==> config.mk <==
export PLATFORM = sky130hd
export DESIGN_NAME = mux_sel_arbiter
export DESIGN_NICKNAME = d
export VERILOG_FILES = /design/src/rtl/arb_pkg.sv /design/src/rtl/rr_pick.sv /design/src/rtl/mux_sel_arbiter.sv
export SDC_FILE = /design/constraint.sdc
export NUM_CORES = 1
export LEC_CHECK = 0
export ABC_CLOCK_PERIOD_IN_PS = 4000
export CAP_MARGIN = 10
export CORE_AREA = 5 5 42 44
export CTS_CLUSTER_SIZE = 8
export DETAILED_ROUTE_END_ITERATION = 8
export DIE_AREA = 0 0 47 49
export PLACE_DENSITY = 0.74
export SLEW_MARGIN = 20
export SYNTH_ARGS = -nofsm -noshare
export SYNTH_HDL_FRONTEND = slang
export SYNTH_HIERARCHICAL = 1
export SYNTH_SLANG_ARGS = --single-unit
==> constraint.sdc <==
create_clock -name clk -period 4 [get_ports clk]
set_clock_uncertainty 0.15 [all_clocks]
set_input_delay 0.4 -clock clk [delete_from_list [all_inputs] [get_ports clk]]
set_output_delay 0.4 -clock clk [all_outputs]
set_load 0.05 [all_outputs]
==> src/rtl/arb_pkg.sv <==
// Shared constants for the mux-select arbiter: requester count, select width,
// state encoding and a one-hot helper.
package arb_pkg;

  localparam int unsigned REQ_N = 4;
  localparam int unsigned SEL_W = 2;

  localparam logic [0:0] IDLE  = 1'b0;
  localparam logic [0:0] GRANT = 1'b1;

  function automatic logic [REQ_N-1:0] onehot(input logic [SEL_W-1:0] idx);
    onehot      = '0;
    onehot[idx] = 1'b1;
  endfunction

endpackage

==> src/rtl/rr_pick.sv <==
// Rotating priority picker: first set request bit at or after start, mod 4.
module rr_pick
  import arb_pkg::*;
(
  input  logic [REQ_N-1:0] req,
  input  logic [SEL_W-1:0] start,
  output logic             valid,
  output logic [SEL_W-1:0] idx
);

  logic [SEL_W-1:0] cand;

  always_comb begin
    valid = 1'b0;
    idx   = start;
    cand  = '0;
    for (int unsigned k = 0; k < REQ_N; k++) begin
      cand = start + SEL_W'(k);
      if (!valid && req[cand]) begin
        valid = 1'b1;
        idx   = cand;
      end
    end
  end

endmodule

==> src/rtl/mux_sel_arbiter.sv <==
// Round-robin owner of a 4:1 datapath mux select with hold-until-release grants.
// Optional forced rotation after MAX_HOLD cycles when ARB_TIMEOUT_EN is defined.
module mux_sel_arbiter
  import arb_pkg::*;
#(
  parameter int unsigned MAX_HOLD = 8,
  parameter int unsigned CNT_W    = 8
) (
  input  logic       clk,
  input  logic       rst_n,
  input  logic [3:0] req,
  output logic [3:0] gnt,
  output logic [1:0] sel,
  output logic       busy,
  output logic       grant_pulse
);

  if (MAX_HOLD < 2 || MAX_HOLD > 255 || CNT_W > 31 ||
      (CNT_W < 32 && (32'd1 << CNT_W) <= MAX_HOLD)) begin : g_bad_cfg
    $error("mux_sel_arbiter: illegal MAX_HOLD/CNT_W combination");
  end

  logic [0:0]       state;
  logic [SEL_W-1:0] last;
  logic [SEL_W-1:0] start;
  logic [REQ_N-1:0] pick_req;
  logic             pick_valid;
  logic [SEL_W-1:0] pick_idx;
  logic             own_req;
  logic             take;
  logic             drop;

  assign start   = last + 1'b1;
  assign own_req = req[sel];
  // In GRANT last==sel, so masking the owner makes the scan start at owner+1.
  assign pick_req = (state == GRANT) ? (req & ~onehot(sel)) : req;

  rr_pick u_pick (
    .req   (pick_req),
    .start (start),
    .valid (pick_valid),
    .idx   (pick_idx)
  );

`ifdef ARB_TIMEOUT_EN
  localparam logic [CNT_W-1:0] HOLD_LAST = CNT_W'(MAX_HOLD - 1);
  logic [CNT_W-1:0] cnt;
  logic             expired;

  assign expired = (cnt == HOLD_LAST);

  always_ff @(posedge clk or negedge rst_n) begin
    if (!rst_n)
      cnt <= '0;
    else if (state != GRANT || take || drop || expired)
      cnt <= '0;
    else
      cnt <= cnt + 1'b1;
  end
`else
  logic expired;
  assign expired = 1'b0;
`endif

  always_comb begin
    take = 1'b0;
    drop = 1'b0;
    if (state == IDLE) begin
      take = pick_valid;
    end else if (!own_req) begin
      take = pick_valid;
      drop = !pick_valid;
    end else begin
      take = expired && pick_valid;
    end
  end

  always_ff @(posedge clk or negedge rst_n) begin
    if (!rst_n) begin
      state       <= IDLE;
      last        <= '1;
      gnt         <= '0;
      sel         <= '0;
      busy        <= 1'b0;
      grant_pulse <= 1'b0;
    end else begin
      grant_pulse <= take;
      if (take) begin
        state <= GRANT;
        last  <= pick_idx;
        gnt   <= onehot(pick_idx);
        sel   <= pick_idx;
        busy  <= 1'b1;
      end else if (drop) begin
        state <= IDLE;
        gnt   <= '0;
        busy  <= 1'b0;
      end
    end
  end

endmodule

Word level (Yosys, flattened, before mapping)
Cells that the tools add are included.
{"block": "word_totals", "in_bits": 6, "latchBits": 0, "word_cells": 59, "out_inout_bits": 8, "regBits": 10, "ram_bits": 0, "rom_bits": 0, "n_memories": 0}
{"block": "classes", "div_mod_pow": 0, "bitwise_logic": 2, "eq_ne": 0, "n_mul": 0, "reduce_logical": 10, "muxes": 30, "add_sub_neg": 4, "shifts": 0, "order_cmp": 8}
{"cell": "less-than comparator 2 x 3 -> 1 bit (second input constant)", "n": 6}
{"cell": "2-to-1 mux 1 bit", "n": 17}
{"cell": "2-to-1 mux 4 bit", "n": 3}
{"cell": "binary-select mux 1 bit (select 2 bit)", "n": 5}
{"cell": "2-to-1 mux 2 bit", "n": 3}
{"cell": "logical AND 1 bit", "n": 5}
{"cell": "adder 2 x 1 -> 2 bit (second input constant)", "n": 2}
{"cell": "adder 2 bit (second input constant)", "n": 2}
{"cell": "AND 4 bit", "n": 1}
{"cell": "demux 1 bit (select 2 bit)", "n": 2}
{"cell": "greater-or-equal comparator 2 x 1 -> 1 bit (second input constant)", "n": 2}
{"cell": "zero test 1 bit", "n": 4}
{"cell": "inverter 4 bit", "n": 1}
{"cell": "nonzero test 2 bit", "n": 1}

Longest topological paths before layout
{"block": "depth", "depth_word": 24, "ltp_mapped": 8, "depth_no_buf": 8}

By module
The synthesis kept the hierarchy.
{"mod": "mux_sel_arbiter", "instances": 1, "cells_each": 44, "area_each_um2": 508.0}
{"mod": "rr_pick", "instances": 1, "cells_each": 16, "area_each_um2": 96.3}

Worst setup path after synthesis
Ideal clock, no wire load.
{"block": "synth_timing", "kind": "reg-to-reg", "startpoint": "register sel[0]", "endpoint": "register gnt[0]", "synth_period_minus_slack_ns": 2.257, "stages_incl_launch_ff": 8, "arrival_time_ns": 2.029, "setup_slack_ns": 1.743, "required_time_ns": 3.772, "path_cell_list": "dfrtp_1 -> nand2b_1 -> o21a_1 -> or3_1 -> nand4b_1 -> nand2_1 -> or2_2 -> o2bb2ai_1"}
{"block": "synth_via", "elab_chain_len": 24}
{"element": "start: declaration", "line_no": "mux_sel_arbiter.sv:13", "text": "output logic [1:0] sel,"}
{"element": "start signal: assignment", "line_no": "mux_sel_arbiter.sv:92", "text": "sel <= pick_idx;"}
{"element": "less-than comparator 2 x 3 -> 1 bit (implied by the code) or greater-or-equal comparator 2 x 1 -> 1 bit (tied branches)", "line_no": "arb_pkg.sv:13", "text": "onehot[idx] = 1'b1;"}
{"element": "logical AND 1 bit (implied by the code)", "line_no": "arb_pkg.sv:13"}
{"element": "2-to-1 mux 1 bit (implied by the code)", "line_no": "arb_pkg.sv:13"}
{"element": "demux 1 bit (select 2 bit) (*)", "line_no": "arb_pkg.sv:13"}
{"element": "inverter 4 bit (*)", "line_no": "mux_sel_arbiter.sv:36", "text": "assign pick_req = (state == GRANT) ? (req & ~onehot(sel)) : req;"}
{"element": "AND 4 bit (*)", "line_no": "mux_sel_arbiter.sv:36"}
{"element": "2-to-1 mux 4 bit (*)", "line_no": "mux_sel_arbiter.sv:36"}
{"element": "net pick_req[2]", "line_no": "mux_sel_arbiter.sv:26", "text": "logic [REQ_N-1:0] pick_req;"}
{"element": "(+10 left out)"}
{"element": "logical AND 1 bit", "line_no": "rr_pick.sv:19", "text": "if (!valid && req[cand]) begin"}
{"element": "2-to-1 mux 2 bit (*)", "line_no": "rr_pick.sv:19"}
{"element": "net pick_idx[1]", "line_no": "mux_sel_arbiter.sv:28", "text": "logic [SEL_W-1:0] pick_idx;"}
{"element": "less-than comparator 2 x 3 -> 1 bit (implied by the code) or greater-or-equal comparator 2 x 1 -> 1 bit (tied branches)", "line_no": "arb_pkg.sv:13"}
{"element": "logical AND 1 bit (implied by the code)", "line_no": "arb_pkg.sv:13"}
{"element": "2-to-1 mux 1 bit (implied by the code)", "line_no": "arb_pkg.sv:13"}
{"element": "demux 1 bit (select 2 bit) (*)", "line_no": "arb_pkg.sv:13"}
{"element": "2-to-1 mux 4 bit (*)", "line_no": "mux_sel_arbiter.sv:88", "text": "if (take) begin"}
{"element": "end signal: assignment", "line_no": "mux_sel_arbiter.sv:91", "text": "gnt <= onehot(pick_idx);"}
{"element": "end: declaration", "line_no": "mux_sel_arbiter.sv:12", "text": "output logic [3:0] gnt,"}
Mark *: on every way through the listed nets, which the timed path passes. The rest lies on a longest branch. The select of a mux whose other input is x is not followed.
A chain may end at the register's enable or synchronous reset.

Worst setup path after layout
{"block": "layout_timing", "startpoint": "register sel[0]", "endpoint": "register gnt[3]"}
The elaborated chain is that of the path after synthesis.

==> results.py <==
metrics = {
    "worst_setup_path": {
        "critPathLaunchType": "register",
        "reg2reg_from": "sel[0]",
        "worst-setup-path-type": "reg2reg",
        "cp-end-kind": "register",
        "cp_data_arrival_time_ps": 2180,
        "cp_max_fo": 6,
        "required_ps": 4030,
        "crit_path_start": "sel[0]",
    },
    "global_routing": {
        "grt_pass1_vias": 493,
        "grt.overflow.total": 0,
        "antenna_found_initial": 0,
        "grt_pass1_wl_mm": 2.159,
        "grt_max_degree": 11,
        "grt_use_total_pct": 13.30,
    },
    "die": {
        "core_area_um2": 1401,
        "die-area_um2": 2303,
        "die_h_um": 49,
        "io_pins": 14,
        "fp-row-count": 14,
        "die_w_um": 47,
        "initial_core_util_pct": 43.13,
    },
    "sta": {
        "period_minus_slack_ps": 2150,
        "tightest_slew_ps": 502.0,
        "rsz0062_at_grt": "no",
        "finalSetupViolations": 0,
        "max_slew_margin_pct": 66.43,
        "tns_ps": 0,
        "fin_crit_sh_pct": 53.75,
        "final_max_slew_viol_count": 0,
        "hold_viol": 0,
        "max_freq_mhz": 465.2,
    },
    "logic_synthesis": {
        "syn_nets": 66,
        "synth-edff-count": 0,
        "synth-async-reset-ratio_pct": 100.0,
        "synth_area_um2": 604.3,
        "yosysMostFrequentCell": "dfrtp_1",
        "ys_warn_count": 6,
        "synth.area.top_cells": "dfrtp_1 33%, dfstp_2 8.7%, o2bb2ai_1 7.2%",
        "yosys.area.top_type": "dfrtp_1",
        "ys_seq_elements": 10,
        "synth_top_area_share_pct": 33.13,
        "ys.flop_type": "dfrtp_1",
        "avgSynthCellArea_um2": 10.07,
        "synth_cell_type_count": 27,
        "syn-instance-count": 60,
        "ys_seq_area_share_pct": 41.82,
        "synth_common_cells": "8 x dfrtp_1, 5 x nand2_1, 5 x nand2b_1, 5 x o2bb2ai_1",
    },
    "cells_and_area": {
        "syn_to_final_growth_pct": 28.57,
        "drive_gt1_share_pct": 17.11,
        "layout.nets": 84,
        "n_antenna_cell": 0,
    },
    "routing": {
        "drtIter0Drc": 14,
        "finalWirelength_mm": 1.274,
        "dr.pass1.iters": 4,
        "vias": 513,
        "vias_per_cell": 5.576,
        "wire_per_inst_um": 13.85,
        "drc_errors": 0,
        "ant_nets": 0,
    },
    "place": {
        "numPortBuffers": 13,
        "place.gp.congestion": 0.7533,
        "post-dp-hpwl_um": 979.9,
    },
    "flow_run": {
        "drv_cap": 0,
    },
    "clock_network": {
        "numCtsBuffers": 3,
        "post_cts_resize_count": 0,
        "postCtsSetupBuffers": 0,
        "cts_tree": "done",
        "cts_max_level": 1,
        "cts_hold_buf": 0,
        "clk_latency_ps": 260,
        "cts.sinks": 10,
        "cts_root_buf": "clkbuf_4",
        "clk_pin_slew_worst_paths_ps": 60,
        "cts_buffer_depth": 2,
    },
    "outcome": {
        "status": "completed",
    },
    "min_path": {
        "hp-class": "in2async",
    },
}
[through the flow]
stage               std cells  utilization (%)  instance area, um2  worst slack (ps)  hold slack (ps)
finish                     92            55.45               777.0              1850            299.9
global route               92            55.45               777.0              1683            322.9
CTS                        92            55.45               777.0              1858            306.1
detailed placement         89            53.84               754.5              1706            322.4
global placement           89            53.84               754.5              1760            328.4
floorplan                  60                -               604.3              1743           -45.59
[cells by family after synthesis]
family	Yosys count	share of synthesized area [%]
muxes	4	7.660
xor gates and xnor gates	1	1.450
DFF	10	41.82
and+or+nand+nor	21	19.26
buffers and inverters	4	2.484
AOI/OAI and AO/OA	20	27.33
[final cells by class]
cell class,instances,area (um2)
Timing Repair Buffer,13,130.1
Inverter,4,15.01
Tap cell,16,20.02
Fill cell,140,624.3
Clock buffer,3,22.52
Sequential cell,10,252.7
Multi-Input combinational cell,46,336.6
[worst paths after layout]
check	slack (ps)	end	cells past startpoint
max in group asynchronous	3070	last[1]	1
worst min register to register	340	gnt[1]	1
worst min-delay path	300	grant_pulse	1
min in group clk	340	gnt[1]	1
worst max register to register	1850	gnt[3]	7
worst max-delay path	1850	gnt[3]	7
[routing by layer]
layer  wire, um  track usage, %  vias to the layer above  share of wire, %
met4         37           9.677                        0               2.9
met3         83           4.797                        4               6.5
met5          0               0                        -                 0
met2        522           15.61                       19                41
met1        631           19.05                      233                50
li1           -               -                      257                 -
[placed cells by master (no fill, tap or decap)]
master,synthesis,layout
a21o_1,1,1
nor2_1,2,2
nand3b_1,1,1
or3_1,1,1
o22ai_1,2,2
clkdlybuf4s50_1,0,13
o221ai_1,1,1
mux2_2,1,1
clkbuf_4,0,3
o221ai_2,1,1
o21ai_0,1,1
or2_2,4,4
nand2_1,5,5
nand2b_1,5,5
nand4b_1,1,1
inv_1,4,4
mux2i_1,2,2
a21oi_1,1,1
a221oi_2,1,1
o21a_1,4,4
nand3_1,1,1
o211ai_1,2,2
xor2_1,1,1
dfrtp_1,8,8
dfstp_2,2,2
a21boi_0,1,1
mux2_4,1,1
o2bb2ai_1,5,5
nor2b_1,1,1
[worst max-delay path, stage by stage, from the launching register on]
cell and delay (ps):
dfrtp_1 410, nand2b_1 260, o21a_1 250, nor2b_1 150, a21o_1 160, a221oi_2 390, nand3_1 140, o2bb2ai_1 160
[sequential cells by signal, summed over array words and instances (netlist names)]
name and count:
grant_pulse 1, last 2, busy 1, sel 2, gnt 4
Power is not shown: default switching activity piles up to over one toggle a cycle in this logic, so the estimate is an artifact.
